==> src/rtl/pmod_cls_pkg.sv <==
// Shared types and constants for the PMOD CLS text update sequencer.
package pmod_cls_pkg;

    typedef enum logic [2:0] {
        ST_PACE     = 3'd0,
        ST_SNAP     = 3'd1,
        ST_CLR_REQ  = 3'd2,
        ST_CLR_WAIT = 3'd3,
        ST_L1_REQ   = 3'd4,
        ST_L1_WAIT  = 3'd5,
        ST_L2_REQ   = 3'd6,
        ST_L2_WAIT  = 3'd7
    } t_cls_seq_state;

    typedef enum logic [1:0] {
        SEL_CLR = 2'd0,
        SEL_L1  = 2'd1,
        SEL_L2  = 2'd2
    } t_cls_cmd_sel;

    localparam int c_cls_line_bytes = 16;
    localparam int c_cls_line_bits  = c_cls_line_bytes * 8;
    localparam logic [7:0] c_ascii_space = 8'h20;

    // Refresh period in ce ticks; fast simulation shrinks it by 1000.
    function automatic int refresh_ticks(input int fast, input int fclk, input int ms);
        int t;
        t = fclk / 1000 * ms;
        if (fast != 0) t = t / 1000;
        return t;
    endfunction

endpackage

==> src/rtl/cls_cmd_handshake.sv <==
// Drives one selected driver command level until the driver acknowledges by dropping
// ready on a ce tick, or until the ack timer expires.
module cls_cmd_handshake
    import pmod_cls_pkg::*;
#(
    parameter int parm_ack_timeout = 1023
) (
    input  logic       i_ext_spi_clk_x,
    input  logic       i_arst_n,
    input  logic       i_spi_ce_4x,
    input  logic       req_en,
    input  logic [1:0] sel,
    input  logic       i_command_ready,
    output logic [2:0] cmd,
    output logic       ack,
    output logic       tmo
);

    localparam int c_aw = (parm_ack_timeout < 2) ? 1 : $clog2(parm_ack_timeout + 1);

    logic [c_aw-1:0] ack_cnt;
    logic [2:0]      sel_onehot;
    logic            cmd_on;

    assign cmd_on = |cmd;

    always_comb begin
        sel_onehot = 3'b000;
        case (t_cls_cmd_sel'(sel))
            SEL_CLR: sel_onehot = 3'b001;
            SEL_L1:  sel_onehot = 3'b010;
            SEL_L2:  sel_onehot = 3'b100;
            default: sel_onehot = 3'b000;
        endcase
    end

    // Ack has priority: a ready drop on the final timer tick still counts as accepted.
    assign ack = i_spi_ce_4x & cmd_on & ~i_command_ready;
    assign tmo = i_spi_ce_4x & cmd_on & i_command_ready
                 & (ack_cnt == c_aw'(parm_ack_timeout - 1));

    always_ff @(posedge i_ext_spi_clk_x or negedge i_arst_n) begin
        if (!i_arst_n) begin
            cmd     <= 3'b000;
            ack_cnt <= '0;
        end else if (i_spi_ce_4x) begin
            if (cmd_on) begin
                if (ack || tmo) cmd <= 3'b000;
                else            ack_cnt <= ack_cnt + 1'b1;
            end else if (req_en && i_command_ready) begin
                cmd     <= sel_onehot;
                ack_cnt <= '0;
            end
        end
    end

endmodule

==> src/rtl/pmod_cls_text_update_seq.sv <==
// Snapshots two text lines and pushes clear/line1/line2 commands to the PMOD CLS driver,
// rewriting only changed lines, paced by a minimum refresh interval.
module pmod_cls_text_update_seq
    import pmod_cls_pkg::*;
#(
    parameter int parm_fast_simulation = 0,
    parameter int FCLK_ce              = 2500000,
    parameter int parm_refresh_ms      = 100,
    parameter int parm_ack_timeout     = 1023
) (
    input  logic         i_ext_spi_clk_x,
    input  logic         i_arst_n,
    input  logic         i_spi_ce_4x,
    input  logic         i_update_req,
    input  logic         i_force_clear,
    input  logic [127:0] i_text_line1,
    input  logic [127:0] i_text_line2,
    input  logic         i_command_ready,
    output logic         o_cmd_wr_clear_display,
    output logic         o_cmd_wr_text_line1,
    output logic         o_cmd_wr_text_line2,
    output logic [127:0] o_dat_ascii_line1,
    output logic [127:0] o_dat_ascii_line2,
    output logic         o_busy,
    output logic         o_timeout_err,
    output logic [2:0]   o_dbg_state
);

    localparam int c_refresh_t = refresh_ticks(parm_fast_simulation, FCLK_ce, parm_refresh_ms);
    localparam int c_rw        = (c_refresh_t < 2) ? 1 : $clog2(c_refresh_t + 1);

    t_cls_seq_state state, state_nx;
    logic [c_rw-1:0] refresh_cnt;
    logic [127:0]    shadow1, shadow2;
    logic            update_pend, force_pend, dirty1, dirty2;
    logic            snap_dirty1, snap_dirty2, req_en, hs_ack, hs_tmo;
    logic [1:0]      sel;
    logic [2:0]      cmd;

    assign snap_dirty1 = (i_text_line1 != shadow1) | force_pend;
    assign snap_dirty2 = (i_text_line2 != shadow2) | force_pend;

    always_comb begin
        req_en = 1'b0;
        sel    = SEL_CLR;
        case (state)
            ST_CLR_REQ: begin req_en = 1'b1; sel = SEL_CLR; end
            ST_L1_REQ:  begin req_en = 1'b1; sel = SEL_L1;  end
            ST_L2_REQ:  begin req_en = 1'b1; sel = SEL_L2;  end
            default:    begin req_en = 1'b0; sel = SEL_CLR; end
        endcase
    end

    cls_cmd_handshake #(.parm_ack_timeout(parm_ack_timeout)) u_hs (
        .i_ext_spi_clk_x (i_ext_spi_clk_x),
        .i_arst_n        (i_arst_n),
        .i_spi_ce_4x     (i_spi_ce_4x),
        .req_en          (req_en),
        .sel             (sel),
        .i_command_ready (i_command_ready),
        .cmd             (cmd),
        .ack             (hs_ack),
        .tmo             (hs_tmo)
    );

    always_comb begin
        state_nx = state;
        if (i_spi_ce_4x) begin
            case (state)
                ST_PACE:
                    if ((refresh_cnt == c_rw'(c_refresh_t)) && (update_pend || force_pend))
                        state_nx = ST_SNAP;
                ST_SNAP:
                    if (force_pend)       state_nx = ST_CLR_REQ;
                    else if (snap_dirty1) state_nx = ST_L1_REQ;
                    else if (snap_dirty2) state_nx = ST_L2_REQ;
                    else                  state_nx = ST_PACE;
                ST_CLR_REQ:
                    if (hs_tmo)      state_nx = ST_PACE;
                    else if (hs_ack) state_nx = ST_CLR_WAIT;
                ST_L1_REQ:
                    if (hs_tmo)      state_nx = ST_PACE;
                    else if (hs_ack) state_nx = ST_L1_WAIT;
                ST_L2_REQ:
                    if (hs_tmo)      state_nx = ST_PACE;
                    else if (hs_ack) state_nx = ST_L2_WAIT;
                // A clear blanks both lines, so line 1 always follows it.
                ST_CLR_WAIT:
                    if (i_command_ready) state_nx = ST_L1_REQ;
                ST_L1_WAIT:
                    if (i_command_ready) state_nx = dirty2 ? ST_L2_REQ : ST_PACE;
                ST_L2_WAIT:
                    if (i_command_ready) state_nx = ST_PACE;
                default: state_nx = ST_PACE;
            endcase
        end
    end

    always_ff @(posedge i_ext_spi_clk_x or negedge i_arst_n) begin
        if (!i_arst_n) state <= ST_PACE;
        else           state <= state_nx;
    end

    // Requests are latched on every clock edge; a set in the SNAP tick outlives its clear.
    always_ff @(posedge i_ext_spi_clk_x or negedge i_arst_n) begin
        if (!i_arst_n) begin
            update_pend <= 1'b0;
            force_pend  <= 1'b1;
        end else begin
            if (i_update_req)                                 update_pend <= 1'b1;
            else if (i_spi_ce_4x && state == ST_SNAP)         update_pend <= 1'b0;
            if (i_force_clear || hs_tmo)                      force_pend  <= 1'b1;
            else if (i_spi_ce_4x && state == ST_CLR_WAIT && i_command_ready)
                                                              force_pend  <= 1'b0;
        end
    end

    always_ff @(posedge i_ext_spi_clk_x or negedge i_arst_n) begin
        if (!i_arst_n) begin
            refresh_cnt       <= '0;
            o_dat_ascii_line1 <= '0;
            o_dat_ascii_line2 <= '0;
            shadow1           <= '0;
            shadow2           <= '0;
            dirty1            <= 1'b0;
            dirty2            <= 1'b0;
            o_timeout_err     <= 1'b0;
        end else if (i_spi_ce_4x) begin
            if (state_nx == ST_PACE && state != ST_PACE)
                refresh_cnt <= '0;
            else if (state == ST_PACE && refresh_cnt != c_rw'(c_refresh_t))
                refresh_cnt <= refresh_cnt + 1'b1;
            if (state == ST_SNAP) begin
                o_dat_ascii_line1 <= i_text_line1;
                o_dat_ascii_line2 <= i_text_line2;
                dirty1            <= snap_dirty1;
                dirty2            <= snap_dirty2;
            end
            if (state == ST_L1_WAIT && i_command_ready) shadow1 <= o_dat_ascii_line1;
            if (state == ST_L2_WAIT && i_command_ready) shadow2 <= o_dat_ascii_line2;
            if (hs_tmo) o_timeout_err <= 1'b1;
        end
    end

    assign o_cmd_wr_clear_display = cmd[0];
    assign o_cmd_wr_text_line1    = cmd[1];
    assign o_cmd_wr_text_line2    = cmd[2];
    assign o_busy                 = (state != ST_PACE);
    assign o_dbg_state            = state;

endmodule

==> config.mk <==
export PLATFORM = sky130hd
export DESIGN_NAME = pmod_cls_text_update_seq
export DESIGN_NICKNAME = d
export VERILOG_FILES = /design/src/rtl/pmod_cls_pkg.sv /design/src/rtl/cls_cmd_handshake.sv /design/src/rtl/pmod_cls_text_update_seq.sv
export SDC_FILE = /design/constraint.sdc
export NUM_CORES = 1
export LEC_CHECK = 0
export BUFFER_PORTS_ARGS = -buffer_cell sky130_fd_sc_hd__buf_2
export CAP_MARGIN = 5
export CORE_MARGIN = 8
export CORE_UTILIZATION = 54
export DETAILED_ROUTE_END_ITERATION = 8
export PLACE_DENSITY = 0.76
export SLEW_MARGIN = 30
export SYNTH_ARGS = -nofsm -noshare
export SYNTH_HDL_FRONTEND = slang
export SYNTH_HIERARCHICAL = 1
export SYNTH_SLANG_ARGS = --single-unit
==> constraint.sdc <==
create_clock -name i_ext_spi_clk_x -period 3.9 [get_ports i_ext_spi_clk_x]
set_input_delay 0.78 -clock i_ext_spi_clk_x [delete_from_list [all_inputs] [get_ports i_ext_spi_clk_x]]
set_output_delay 0.78 -clock i_ext_spi_clk_x [all_outputs]
set_load 0.01 [all_outputs]
### Word level (Yosys, flattened, before mapping)

Index checks and enable logic that the tools add are counted.

| storage, ports and cells | value |
|---|---|
| logic and storage cells | 97 |
| RAM bits | 0 |
| bits in latches | 0 |
| flip-flop bits (word level) | 550 |
| bits in read-only memories | 0 |
| memories | 0 |
| output and inout bits | 264 |
| input port bits | 262 |

| cells by class | value |
|---|---|
| order comparisons | 0 |
| divide/modulo/power cells | 0 |
| shift-type cells | 0 |
| reduce and logical (&&, ||, !) cells | 29 |
| add/sub/neg operators | 2 |
| multiplexer cells | 31 |
| multipliers | 0 |
| bitwise logic cells | 7 |
| equal/unequal tests | 16 |

Operators by type and width:

| kind | number |
|---|---|
| $ne A128 B128 Y1 | 2 |
| $mux W3 | 18 |
| $mux W18 | 2 |
| $mux W10 | 3 |
| $pmux W3 S8 | 1 |
| $add A18 B1 Y18 const B | 1 |
| $eq A18 B18 Y1 const B | 1 |
| $ne A18 B18 Y1 const B | 1 |
| $eq A3 B3 Y1 const B | 4 |
| $add A10 B1 Y10 const B | 1 |
| $eq A10 B10 Y1 const B | 1 |
| $reduce_and A2 Y1 | 5 |
| $logic_and A1 B1 Y1 | 9 |
| $pmux W3 S3 | 1 |
| $reduce_bool A2 Y1 | 4 |
| $eq A3 B2 Y1 const B | 2 |
| $logic_not A3 Y1 | 2 |
| $reduce_and A3 Y1 | 2 |
| $reduce_or A3 Y1 | 2 |
| $mux W1 | 5 |
| $and A1 B1 Y1 | 4 |
| $ne A2 B2 Y1 const B | 2 |
| $pmux W2 S2 | 1 |
| $eq A3 B1 Y1 const B | 1 |
| 7 further kinds | 10 |

### Longest topological paths before layout

Gate-level depths: netlist of the first run.

| logic depth | value |
|---|---|
| depth in word-level cells | 11 |
| depth in mapped cells | 12 |
| depth with buffers taken out | 11 |

### Modules after synthesis

The synthesis of the first run kept the hierarchy.

By module, submodules not included:

| module | area an instance (sq um) | instances | cells an instance | sequential area each (sq um) |
|---|---|---|---|---|
| pmod_cls_text_update_seq | 23631.4 | 1 | 2284 | 13439.1 |
| cls_cmd_handshake | 783.3 | 1 | 83 | 325.3 |

### Worst setup path after synthesis of the first run

Ideal clock, no wire load.

| timing | value |
|---|---|
| path type | input port to flip-flop |
| start | in i_text_line2[6] |
| end | reg refresh_cnt[6] |
| data required time | 3.780 ns |
| library setup time | 0.120 ns |
| cell stages on the path | 10 |
| buffers on the path | 1 |
| arrival | 3.114 ns |
| setup slack | 0.666 ns |
| cell sequence | nor2b_1 a2111o_1 a2111oi_2 nand3_1 nor4_2 nand4b_1 a21oi_2 or4_4 buf_6 a31o_1 |

| on the way | value |
|---|---|
| cells in the longest elaborated chain, start to end | 11 |
| elaborated cells on any way between the ends | 12 |
| those cells by class | eq/ne: 1; mux: 6; bitwise: 1; reduce/logical: 4 |

RTL lines:

| what | RTL line | RTL |
|---|---|---|
| start, declared | pmod_cls_text_update_seq.sv:17 | `input logic [127:0] i_text_line2,` |
| $ne A128 B128 Y1 * | pmod_cls_text_update_seq.sv:41 | `assign snap_dirty2 = (i_text_line2 != shadow2) \| force_pend;` |
| $or A1 B1 Y1 * | pmod_cls_text_update_seq.sv:41 |  |
| $mux W3 * | pmod_cls_text_update_seq.sv:76 | `else if (snap_dirty2) state_nx = ST_L2_REQ;` |
| $mux W3 * | pmod_cls_text_update_seq.sv:75 | `else if (snap_dirty1) state_nx = ST_L1_REQ;` |
| $mux W3 * | pmod_cls_text_update_seq.sv:74 | `if (force_pend) state_nx = ST_CLR_REQ;` |
| $pmux W3 S8 * | pmod_cls_text_update_seq.sv:69 | `case (state)` |
| $mux W3 * | pmod_cls_text_update_seq.sv:68 | `if (i_spi_ce_4x) begin` |
| via state_nx[1] | pmod_cls_text_update_seq.sv:32 | `t_cls_seq_state state, state_nx;` |
| $logic_not A3 Y1 * | pmod_cls_text_update_seq.sv:129 | `if (state_nx == ST_PACE && state != ST_PACE)` |
| $logic_and A1 B1 Y1 * | pmod_cls_text_update_seq.sv:129 |  |
| $reduce_bool A2 Y1 (no line) | -- |  |
| $reduce_and A2 Y1 (no line) | -- |  |
| end signal, assigned | pmod_cls_text_update_seq.sv:132 | `refresh_cnt <= refresh_cnt + 1'b1;` |
| end, declared | pmod_cls_text_update_seq.sv:33 | `logic [c_rw-1:0] refresh_cnt;` |

The timed path passes the listed nets; every way through them passes the cells marked *.
A chain may end at the register's enable or synchronous reset.

### Worst setup path in the final report of the first run

| timing | value |
|---|---|
| start | reg shadow2[106] |
| end | reg refresh_cnt[3] |

| on the way | value |
|---|---|
| cells in the longest elaborated chain, start to end | 11 |
| elaborated cells on any way between the ends | 12 |
| those cells by class | eq/ne: 1; mux: 6; bitwise: 1; reduce/logical: 4 |

RTL lines:

| what | RTL line | RTL |
|---|---|---|
| start, declared | pmod_cls_text_update_seq.sv:34 | `logic [127:0] shadow1, shadow2;` |
| start signal, assigned | pmod_cls_text_update_seq.sv:140 | `if (state == ST_L2_WAIT && i_command_ready) shadow2 <= o_dat_ascii_line2;` |
| $ne A128 B128 Y1 * | pmod_cls_text_update_seq.sv:41 |  |
| $or A1 B1 Y1 * | pmod_cls_text_update_seq.sv:41 |  |
| $mux W3 * | pmod_cls_text_update_seq.sv:76 |  |
| $mux W3 * | pmod_cls_text_update_seq.sv:75 |  |
| $mux W3 * | pmod_cls_text_update_seq.sv:74 |  |
| $pmux W3 S8 * | pmod_cls_text_update_seq.sv:69 |  |
| $mux W3 * | pmod_cls_text_update_seq.sv:68 |  |
| via state_nx[1] | pmod_cls_text_update_seq.sv:32 |  |
| $logic_not A3 Y1 * | pmod_cls_text_update_seq.sv:129 |  |
| $logic_and A1 B1 Y1 * | pmod_cls_text_update_seq.sv:129 |  |
| $reduce_bool A2 Y1 (no line) | -- |  |
| $reduce_and A2 Y1 (no line) | -- |  |

Marks and branches as above.

==> results.md, run 1 <==
- Footprint of the flip-flops and latches: roughly 14000 µm²
- Final number of max-transition violations: 0
- RSZ-0062 raised after global routing: no
- PnR worst setup slack: 173 ps
- Starting density of the core: 0.543
- Deepest clock path buffer count: 3
- Most used flip-flop cell after synthesis: sky130_fd_sc_hd__dfrtp_1
- Clock power share: 0.283
- Peak supply drop: 0.567 mV
- Startpoint type of the worst setup path: register
- Cell at the root of the clock tree: sky130_fd_sc_hd__clkbuf_16
- Number of hold-repair buffers added at the cts stage: 0
- Data arrival time of the critical path: 4200 ps
- Final worst-path cycle share: 0.956
- Synthesized netlist net count: 2633
- Sequential cell area fraction in the yosys report: 0.564
- Average size of a mapped cell: 10.3 µm²
- Number of nets in the final layout: approximately 3200
- Commonest non-fill, non-tap cell in the layout: sky130_fd_sc_hd__nand2_1
- Worst Path Max Fanout: 13
- Yosys warns: 6
- Inst Count DP: 3453
- Routed len/inst: 21.8 µm
- Sum of negative setup slack: 0 ps
- Gate count after technology mapping: 2367
- Final Wtd Congestion: 0.954
- Post-DP HPWL: 58.8 mm
- Status: completed
- Maximum single-stage delay on the critical path: 650 ps
- Highest-count cells in the layout ignoring fill and taps: sky130_fd_sc_hd__nand2_1 (769), sky130_fd_sc_hd__dfrtp_1 (549), sky130_fd_sc_hd__buf_2 (524), sky130_fd_sc_hd__mux2_2 (223), sky130_fd_sc_hd__inv_1 (92)
- Number of register bits inferred by synthesis: 550
- Fin crit period: 3730 ps
- Leakage Power: 16.1 nW
- IO Count: 526
- Share of total power in combinational logic: 0.268
- Global-route usage over all layers: 0.290
- Area used by multi-input combinational logic: 9950 µm²
- Number of CTS-inserted buffers: 57
- Maximum Capacitance Violations: 0
- Worst Setup Path Type: register to register
- Worst-path clk slew: 60 ps
- Horizontal die dimension: 229 µm
- Clock tree from TritonCTS: built
- Die area: around 52000 µm²
- Synthesized cell area: 24400 µm²
- # rows: 78
- Count of buffers added by post-CTS timing repair for setup: 0
- Final setup violation count: 0
- Number of global-route vias before repair: 20334
- CTS H-tree depth: 2
- DP Worst Slack: -326 ps
- Post-synthesis async set-or-reset flop share: 1.00
- Internal power consumption: 12.4 mW
- Max_slew headroom: 0.452
- Total power: 19.2 mW
- DRT antenna net count: 0
- Final core occ: 0.667
- Finished Layout Cells: 3575
- CP Data Required Time: 4380 ps
- Critical path, cell by cell: xor2_1 -> nor4_1 -> buf_4 -> nand4_1 -> or4_1 -> nor4_2 -> buf_4 -> nand4b_1 -> a21oi_2 -> or4_4 -> a311o_1
- WL final: 78.1 mm
- Placeable core region: 45000 µm²
- Floorplan die height: 229 µm
- Post-route DRC: 0
- Number of inserted filler cells in the final layout: 3476
- Largest net degree at the start of global routing: 90
- Area Overhead vs Synth: 23.0%
- Cell with the biggest individual delay on the critical path: sky130_fd_sc_hd__or4_4
- Fraction of final layout cells with drive strength greater than 1: 0.309
- Drt initial violations: roughly 1900
- Number of buffers inserted by port buffering: 525
- Fraction of power spent switching nets: 0.352
- Total power per unit cell area: 638 nW/µm²
- Via total after detailed routing: a little under 20000
- Worst hold path type: primary input to asynchronous set/reset pin
- Via count normalized by instance count: 5.54
- Global-route wire length before repair: 119 mm
- Peak Freq: about 0.27 GHz
- Switching component of the power: 6.75 mW
- Worst setup EP type: register
- # resized after CTS: 0
- Router iterations before antenna repair: 5
- Count of flip-flops with a built-in enable after synthesis: 0
- Antenna violations before repair: 23
- Final setup skew: around 13 ps
- Worst-Skew Late Latency: 610 ps
- Dominant cell type by count on the critical path: sky130_fd_sc_hd__buf_4
- Clk sink count: 550
- Part of the total power dissipated in sequential elements: 0.449
- Grt total ovfl: 0
- Measured slew at the worst slew-check pin: between 800 and 900 ps
- Number of hold violations in the final report: 0
- Number of distinct library cells after synthesis: 63
-- flip-flops by register name, indices dropped and copies added (netlist names) --
register / flops
o_dat_ascii_line2: 128
update_pend: 1
refresh_cnt: 18
dirty2: 1
shadow1: 128
u_hs/ack_cnt: 10
shadow2: 128
force_pend: 1
o_dbg_state: 3
u_hs/cmd: 3
o_dat_ascii_line1: 128
o_timeout_err: 1
-- worst max-delay path, delay by kind of cell (launching register included) --
| family | cells | cell delay [ps] |
|---|---|---|
| buffers and inverters | 2 | 360 |
| AOI/OAI and AO/OA | 2 | 430 |
| DFF | 1 | 390 |
| xor gates and xnor gates | 1 | 170 |
| and+or+nand+nor | 6 | 2240 |
-- power groups by stage --
stage	logic [mW]	registers, mW	clock network, mW
final	5.14	8.61	5.42
after global routing	5.63	8.79	5.71
after CTS	5.18	8.57	5.49
after detailed placement	5.14	8.65	0
after global placement	5.01	8.52	0
after floorplan	2.03	8.89	0
-- final cells by class --
type / instances / share of cell area
antenna: 20 / 0.00167
clock buffer: 82 / 0.0543
clock inverter: 20 / 0.00792
inverter: 93 / 0.0116
multi-input combinational: 1626 / 0.331
sequential: 550 / 0.458
tap: 600 / 0.0250
timing repair buffer: 584 / 0.110
-- cell usage after synthesis (all sizes together), types with 9 or more instances --
cell type	number	area, µm²
o22ai	33	206
nand2b	38	238
nor2	12	45.0
a21oi	10	53.8
a2111o	12	135
o21ai	91	455
xor2	88	771
inv	92	345
and3	9	56.3
xnor2	58	508
nand3	16	92.6
nor2b	64	408
dfrtp	549	13700
o2111ai	12	105
clkbuf	94	353
nand4	31	194
mux2	223	2510
nor3	13	70.1
a2111oi	12	125
nor4	40	256
a31o	11	96.3
nand2	769	2890
-- per-layer routing --
metal	vias up	share of wire	track usage
li1	9012	-	-
met1	9782	0.39	0.353
met2	821	0.48	0.465
met3	195	0.086	0.0854
met4	12	0.049	0.149
met5	-	0.00091	0
-- cells by family after synthesis --
| family | Yosys count | share of synthesized area |
|---|---|---|
| multiplexers | 226 | 0.104 |
| buffers and inverters | 191 | 0.0300 |
| flip-flops | 550 | 0.564 |
| adder cells (fa/ha/maj) | 4 | 0.00205 |
| AND/OR/NAND/NOR | 1017 | 0.182 |
| XOR/XNOR | 146 | 0.0524 |
| AO/OA/AOI/OAI | 233 | 0.0662 |
-- final timing paths --
| check | start | to | slack (ps) | depth (start not counted) |
|---|---|---|---|---|
| worst max-delay path | shadow2[106]$_DFFE_PN0P_ | refresh_cnt[3]$_DFFE_PN0P_ | 170 | 11 |
| worst min-delay path | i_arst_n | o_dat_ascii_line1[61]$_DFFE_PN0P_ | 180 | 1 |
| worst min register to register | o_timeout_err$_DFFE_PN0P_ | o_timeout_err$_DFFE_PN0P_ | 470 | 1 |
| max in group asynchronous | i_arst_n | o_dat_ascii_line2[107]$_DFFE_PN0P_ | 2590 | 3 |
| min in group i_ext_spi_clk_x | i_update_req | update_pend$_DFFE_PN0P_ | 390 | 2 |
| worst max register to register | shadow2[106]$_DFFE_PN0P_ | refresh_cnt[3]$_DFFE_PN0P_ | 170 | 11 |
-- stage by stage --
step	area, µm²	hold WS (ps)
final	30000	179
after global routing	30000	209
after CTS	30000	184
after detailed placement	28100	451
after global placement	28100	444
after floorplan	24400	444
Power figures use the tool's default switching activity.
==> run 2, diff against run 1 <==
Settings changed: CORE_ASPECT_RATIO set to 0.5.
Clock period 3.9 ns to 4.15 ns, I/O delays scaled along.
==> run 2 against run 1 <==
Combinational power down 6.6%; clock power shrank 11%; final cell count shrank 0.84%; sequential cell count unchanged; power is 8.1% lower; maximum frequency grew 3.6%; critical path depth decreased by 1; largest power group unchanged; highest routed layer is now met4.
==> results.md, run 2 (synthesis gave the netlist of run 1 again) <==
- Number of buffers inserted by port buffering: 525
- Via count normalized by instance count: roughly 5.5
- Final setup violation count: 0
- WL final: around 74 mm
- Grt total ovfl: 0
- Final worst-path cycle share: 0.867
- Worst hold path type: primary input to asynchronous set/reset pin
- Worst Setup Path Type: register to register
- Number of nets in the final layout: 3153
- Leakage Power: 15.9 nW
- Area Overhead vs Synth: 21.7%
- Routed len/inst: 21.0 µm
- Cell at the root of the clock tree: sky130_fd_sc_hd__clkbuf_16
- Inst Count DP: 3434
- Router iterations before antenna repair: 5
- Worst-path clk slew: 70 ps
- Critical path, cell by cell: xor2_1 -> nor4_1 -> nand4_1 -> or4_1 -> nor4_2 -> buf_4 -> a41o_1 -> a21oi_1 -> or4_4 -> a311o_1
- Floorplan die height: 166 µm
- CP Data Required Time: 4610 ps
- Antenna violations before repair: 21
- Peak supply drop: 0.407 mV
- Fraction of final layout cells with drive strength greater than 1: 0.303
- Via total after detailed routing: 19350
- Hold WS: 107 ps
- IO Count: 526
- Final core occ: 0.661
- Worst setup EP type: register
- Number of CTS-inserted buffers: 48
- Number of global-route vias before repair: 20003
- Sum of negative setup slack: 0 ps
- Cell with the biggest individual delay on the critical path: sky130_fd_sc_hd__or4_1
- Horizontal die dimension: 317 µm
- Worst-Skew Late Latency: 580 ps
- DRT antenna net count: 0
- Measured slew at the worst slew-check pin: 787 ps
- Clk sink count: 550
- Count of buffers added by post-CTS timing repair for setup: 0
- Worst Path Max Fanout: 13
- RSZ-0062 raised after global routing: no
- # resized after CTS: 0
- RR Startpoint: shadow2[51]$_DFFE_PN0P_
- Worst path buffer plus inverter count: 1
- Global-route wire length before repair: about 110 mm
- Die area: approximately 53000 µm²
- Finished Layout Cells: 3545
- Status: completed
- Global-route usage over all layers: 0.275
- Deepest clock path buffer count: 3
- Data arrival time of the critical path: 4050 ps
- Drt initial violations: 1655
- Fin crit period: 3600 ps
- Number of hold-repair buffers added at the cts stage: 0
- Placeable core region: 44900 µm²
- Starting density of the core: 0.543
- Final number of max-transition violations: 0
- Crit path launch: shadow2[51]$_DFFE_PN0P_
- Largest net degree at the start of global routing: between 100 and 150
- Clock tree from TritonCTS: built
- Total power: 17.6 mW
- Final setup skew: 17.5 ps
- Number of hold violations in the final report: 0
- Final Wtd Congestion: 0.912
- Commonest non-fill, non-tap cell in the layout: sky130_fd_sc_hd__nand2_1
- Post-DP HPWL: around 55 mm
- Peak Freq: about 0.28 GHz
- Post-route DRC: 0
- Maximum Capacitance Violations: 0
- # rows: 55
- Top cell family by delay on the critical path: simple AND/OR/NAND/NOR gates
- Total power per unit cell area: 593 nW/µm²
- Number of inserted filler cells in the final layout: 3577
- Highest-count cells in the layout ignoring fill and taps: sky130_fd_sc_hd__nand2_1 (769), sky130_fd_sc_hd__dfrtp_1 (549), sky130_fd_sc_hd__buf_2 (524), sky130_fd_sc_hd__mux2_2 (223), sky130_fd_sc_hd__inv_1 (92)
- CTS H-tree depth: 2
- Max_slew headroom: 0.462
- Maximum single-stage delay on the critical path: 610 ps
- Startpoint type of the worst setup path: register
==> run 2: cell types whose count changed in the layout (fill, tap and decap cells not counted), moves of 2 or more <==
cell                         before  now
sky130_fd_sc_hd__bufinv_16        4    6
sky130_fd_sc_hd__clkinvlp_4       3    0
sky130_fd_sc_hd__buf_12          17   15
sky130_fd_sc_hd__buf_4           42   27
sky130_fd_sc_hd__clkinv_8         2    0
sky130_fd_sc_hd__inv_6            1    3
sky130_fd_sc_hd__clkbuf_1        14    9
sky130_fd_sc_hd__clkbuf_16       57   49
==> run 2: cell type report <==
| cell class | count | area [µm²] | area share |
|---|---|---|---|
| antenna | 21 | 52.6 | 0.00177 |
| clock buffer | 70 | 1430 | 0.0480 |
| clock inverter | 19 | 256 | 0.00863 |
| inverter | 93 | 349 | 0.0117 |
| multi-input combinational | 1626 | 9950 | 0.335 |
| sequential | 550 | 13800 | 0.463 |
| tap | 598 | 748 | 0.0252 |
| timing repair buffer | 568 | 3170 | 0.107 |
==> run 2: per-stage QoR <==
step / worst slack [ps] / instance area (µm²)
finish: 553 / 29700
global route: 471 / 29700
CTS: 595 / 29600
detailed placement: 79.9 / 28000
global placement: 128 / 28000
floorplan: 866 / 24400
==> run 2: path summary, 6_finish.rpt <==
| check | endpoint | cells after the start | slack (ps) |
|---|---|---|---|
| hold reg to reg | o_timeout_err$_DFFE_PN0P_ | 1 | 480 |
| setup reg to reg | refresh_cnt[3]$_DFFE_PN0P_ | 10 | 550 |
| setup / recovery | refresh_cnt[3]$_DFFE_PN0P_ | 10 | 550 |
| hold / removal | o_dat_ascii_line2[13]$_DFFE_PN0P_ | 1 | 110 |
| min in group i_ext_spi_clk_x | update_pend$_DFFE_PN0P_ | 2 | 430 |
| max in group asynchronous | o_dat_ascii_line1[38]$_DFFE_PN0P_ | 3 | 2850 |
==> run 2: layer usage <==
layer / GRT usage / wire length, µm / share of wire
met5: 0 / 0 / 0
met4: 0.127 / 3510 / 0.047
met3: 0.0412 / 3490 / 0.047
met2: 0.472 / 37500 / 0.50
met1: 0.341 / 29800 / 0.40
==> run 2: where the power goes <==
group	leakage, nW	switching [mW]	internal [mW]	total, mW
registers	7.23	1.17	6.81	7.98
clock network	0.838	2.06	2.77	4.83
logic	7.88	2.92	1.88	4.80
total	15.9	6.16	11.5	17.6
==> run 3, diff against run 2 <==
Settings changed: CORE_UTILIZATION 54 to 50, PLACE_DENSITY 0.76 to 0.74.
Clock period 4.15 ns to 3 ns, I/O delays scaled along.
==> run 3 against run 2 <==
The run now ends with setup timing left; wire length rose by 2.2%; final cell count rose by 4.9%; global-route usage fell by 1.5 points; die area rose by 7.4%; largest power group unchanged.
==> results.md, run 3 (synthesis gave the netlist of run 1 again) <==
- Number of nets in the final layout: 3278
- Worst Setup Path Type: register to register
- Fraction of final layout cells with drive strength greater than 1: 0.333
- Clock tree from TritonCTS: built
- PnR worst setup slack: -286 ps
- Leakage Power: ~17 nW
- Final number of max-transition violations: 0
- Measured slew at the worst slew-check pin: 779 ps
- Data arrival time of the critical path: between 3000 and 4000 ps
- Via total after detailed routing: 19809
- Maximum single-stage delay on the critical path: 550 ps
- Critical path, cell by cell: xor2_1 -> nor4_1 -> nand4_1 -> or4_4 -> nor4_4 -> buf_4 -> a41o_1 -> a21oi_2 -> or4_4 -> buf_6 -> a31o_1
- Max_slew headroom: 0.467
- Floorplan die height: 172 µm
- WL final: 75.9 mm
- Final non-filler cell area: roughly 31000 µm²
- Violations in the final reports: setup timing
- Highest-count cells in the layout ignoring fill and taps: sky130_fd_sc_hd__nand2_1 (769), sky130_fd_sc_hd__dfrtp_1 (549), sky130_fd_sc_hd__buf_2 (524), sky130_fd_sc_hd__mux2_2 (223), sky130_fd_sc_hd__buf_4 (142)
- Starting density of the core: 0.505
- Number of inserted filler cells in the final layout: 3937
- Final setup skew: 13.4 ps
- Worst Path Max Fanout: 6
- Startpoint type of the worst setup path: register
- Antenna violations before repair: 21
- Worst-path clk slew: 70 ps
- Worst hold path type: primary input to register
- Total power: roughly 24 mW
- Worst-Skew Late Latency: 580 ps
- Peak supply drop: roughly 0.47 mV
- Post-DP HPWL: 56.5 mm
- Largest net degree at the start of global routing: 82
- Hold WS: 216 ps
- Total power per unit cell area: approximately 790 nW/µm²
- Number of buffers inserted by port buffering: between 500 and 600
- Via count normalized by instance count: 5.33
- Fin crit period: 3290 ps
- Area Overhead vs Synth: 26.0%
- Worst setup EP type: register
- Number of CTS-inserted buffers: roughly 50
- Horizontal die dimension: 329 µm
- Final worst-path cycle share: 1.10
- Maximum Capacitance Violations: 0
- IO Count: 526
- Cell Area, Placed: 29000 µm²
- Global-route usage over all layers: 0.260
- Global-route wire length before repair: 116 mm
- Final setup violation count: 13
- Peak Freq: approximately 0.30 GHz
- Drt initial violations: 1560
- Status: finished, violations left
- CP Data Required Time: 3470 ps
- # rows: 57
- Final Wtd Congestion: 0.906
- Placeable core region: 48400 µm²
- RSZ-0062 raised after global routing: yes
- Grt total ovfl: 0
- Number of global-route vias before repair: around 20000
- Cell with the biggest individual delay on the critical path: sky130_fd_sc_hd__or4_4
- Die area: 56600 µm²
- DRT antenna net count: 0
- Clk sink count: 550
- Dominant cell type by count on the critical path: sky130_fd_sc_hd__or4_4
- Commonest non-fill, non-tap cell in the layout: sky130_fd_sc_hd__nand2_1
- Cell at the root of the clock tree: sky130_fd_sc_hd__clkbuf_16
- Router iterations before antenna repair: 6
- Post-route DRC: 0
- Routed len/inst: around 20 µm
- Deepest clock path buffer count: 3
- CTS H-tree depth: 2
- Number of hold violations in the final report: 0
run 3: changes by cell type in the layout (fill, tap and decap cells not counted), sizes merged:
cell and change:
diode -1, dlygate4sd3 +1, clkinv -1, inv -1
bufinv -5, clkinvlp +2, clkbuf +6, buf +123
run 3: routing by layer:
layer	part of all wire	global-route usage	up-vias
met4	0.047	0.120	2
met1	0.39	0.318	9835
met3	0.044	0.0403	179
li1	-	-	9223
met5	0.00013	0	-
met2	0.52	0.457	570
run 3: layout make-up:
class                   instances  area (µm²)  share of cell area
repair buffers                692        4180               0.136
clock inverters                14         110             0.00358
diodes                         20        50.0             0.00163
multi-input cells            1626       10000               0.326
inverters                      93         349              0.0113
flip-flops and latches        550       13800               0.447
clock buffers                  76        1460              0.0475
well taps                     649         812              0.0264
run 3: per-stage QoR:
step / utilization / setup TNS (ps) / setup WS [ps] / cells
floorplan: - / -557 / -51.4 / 2367
CTS: 0.634 / -3910 / -323 / 3700
global route: 0.636 / -5250 / -402 / 3720
finish: 0.636 / -3420 / -286 / 3720
detailed placement: 0.600 / -12920 / -808 / 3609
global placement: 0.600 / -11590 / -739 / 3609
run 3: what timing repair did:
item,4_1_cts,5_1_grt
hold buffers,1,0
resized for setup,11,8
pin swaps,9,8
hold endpoints to repair,13,0
buffers inserted,1,0
setup endpoints to repair,18,18
run 3: path summary, 6_finish.rpt:
check | end | slack, ps | depth (start not counted) | from
min in group asynchronous | o_dat_ascii_line2[20]$_DFFE_PN0P_ | 570 | 2 | i_arst_n
setup / recovery | refresh_cnt[8]$_DFFE_PN0P_ | -290 | 11 | shadow2[4]$_DFFE_PN0P_
setup reg to reg | refresh_cnt[8]$_DFFE_PN0P_ | -290 | 11 | shadow2[4]$_DFFE_PN0P_
hold reg to reg | o_timeout_err$_DFFE_PN0P_ | 470 | 1 | o_timeout_err$_DFFE_PN0P_
max in group asynchronous | shadow1[37]$_DFFE_PN0P_ | 1490 | 3 | i_arst_n
hold / removal | update_pend$_DFFE_PN0P_ | 220 | 2 | i_update_req
run 3: critical path, delay by kind of cell (launching register included):
family	cells	cell delay, ps
and+or+nand+nor	5	1780
buffers and inverters	2	350
xor gates and xnor gates	1	210
DFF	1	400
AOI/OAI and AO/OA	3	440
run 3: power breakdown:
group          internal (mW)  switching (mW)  leakage, nW
clock network           3.45            2.89        0.772
registers               9.42            1.63         7.23
logic                   2.80            4.11         8.54
total                   15.7            8.63         16.5
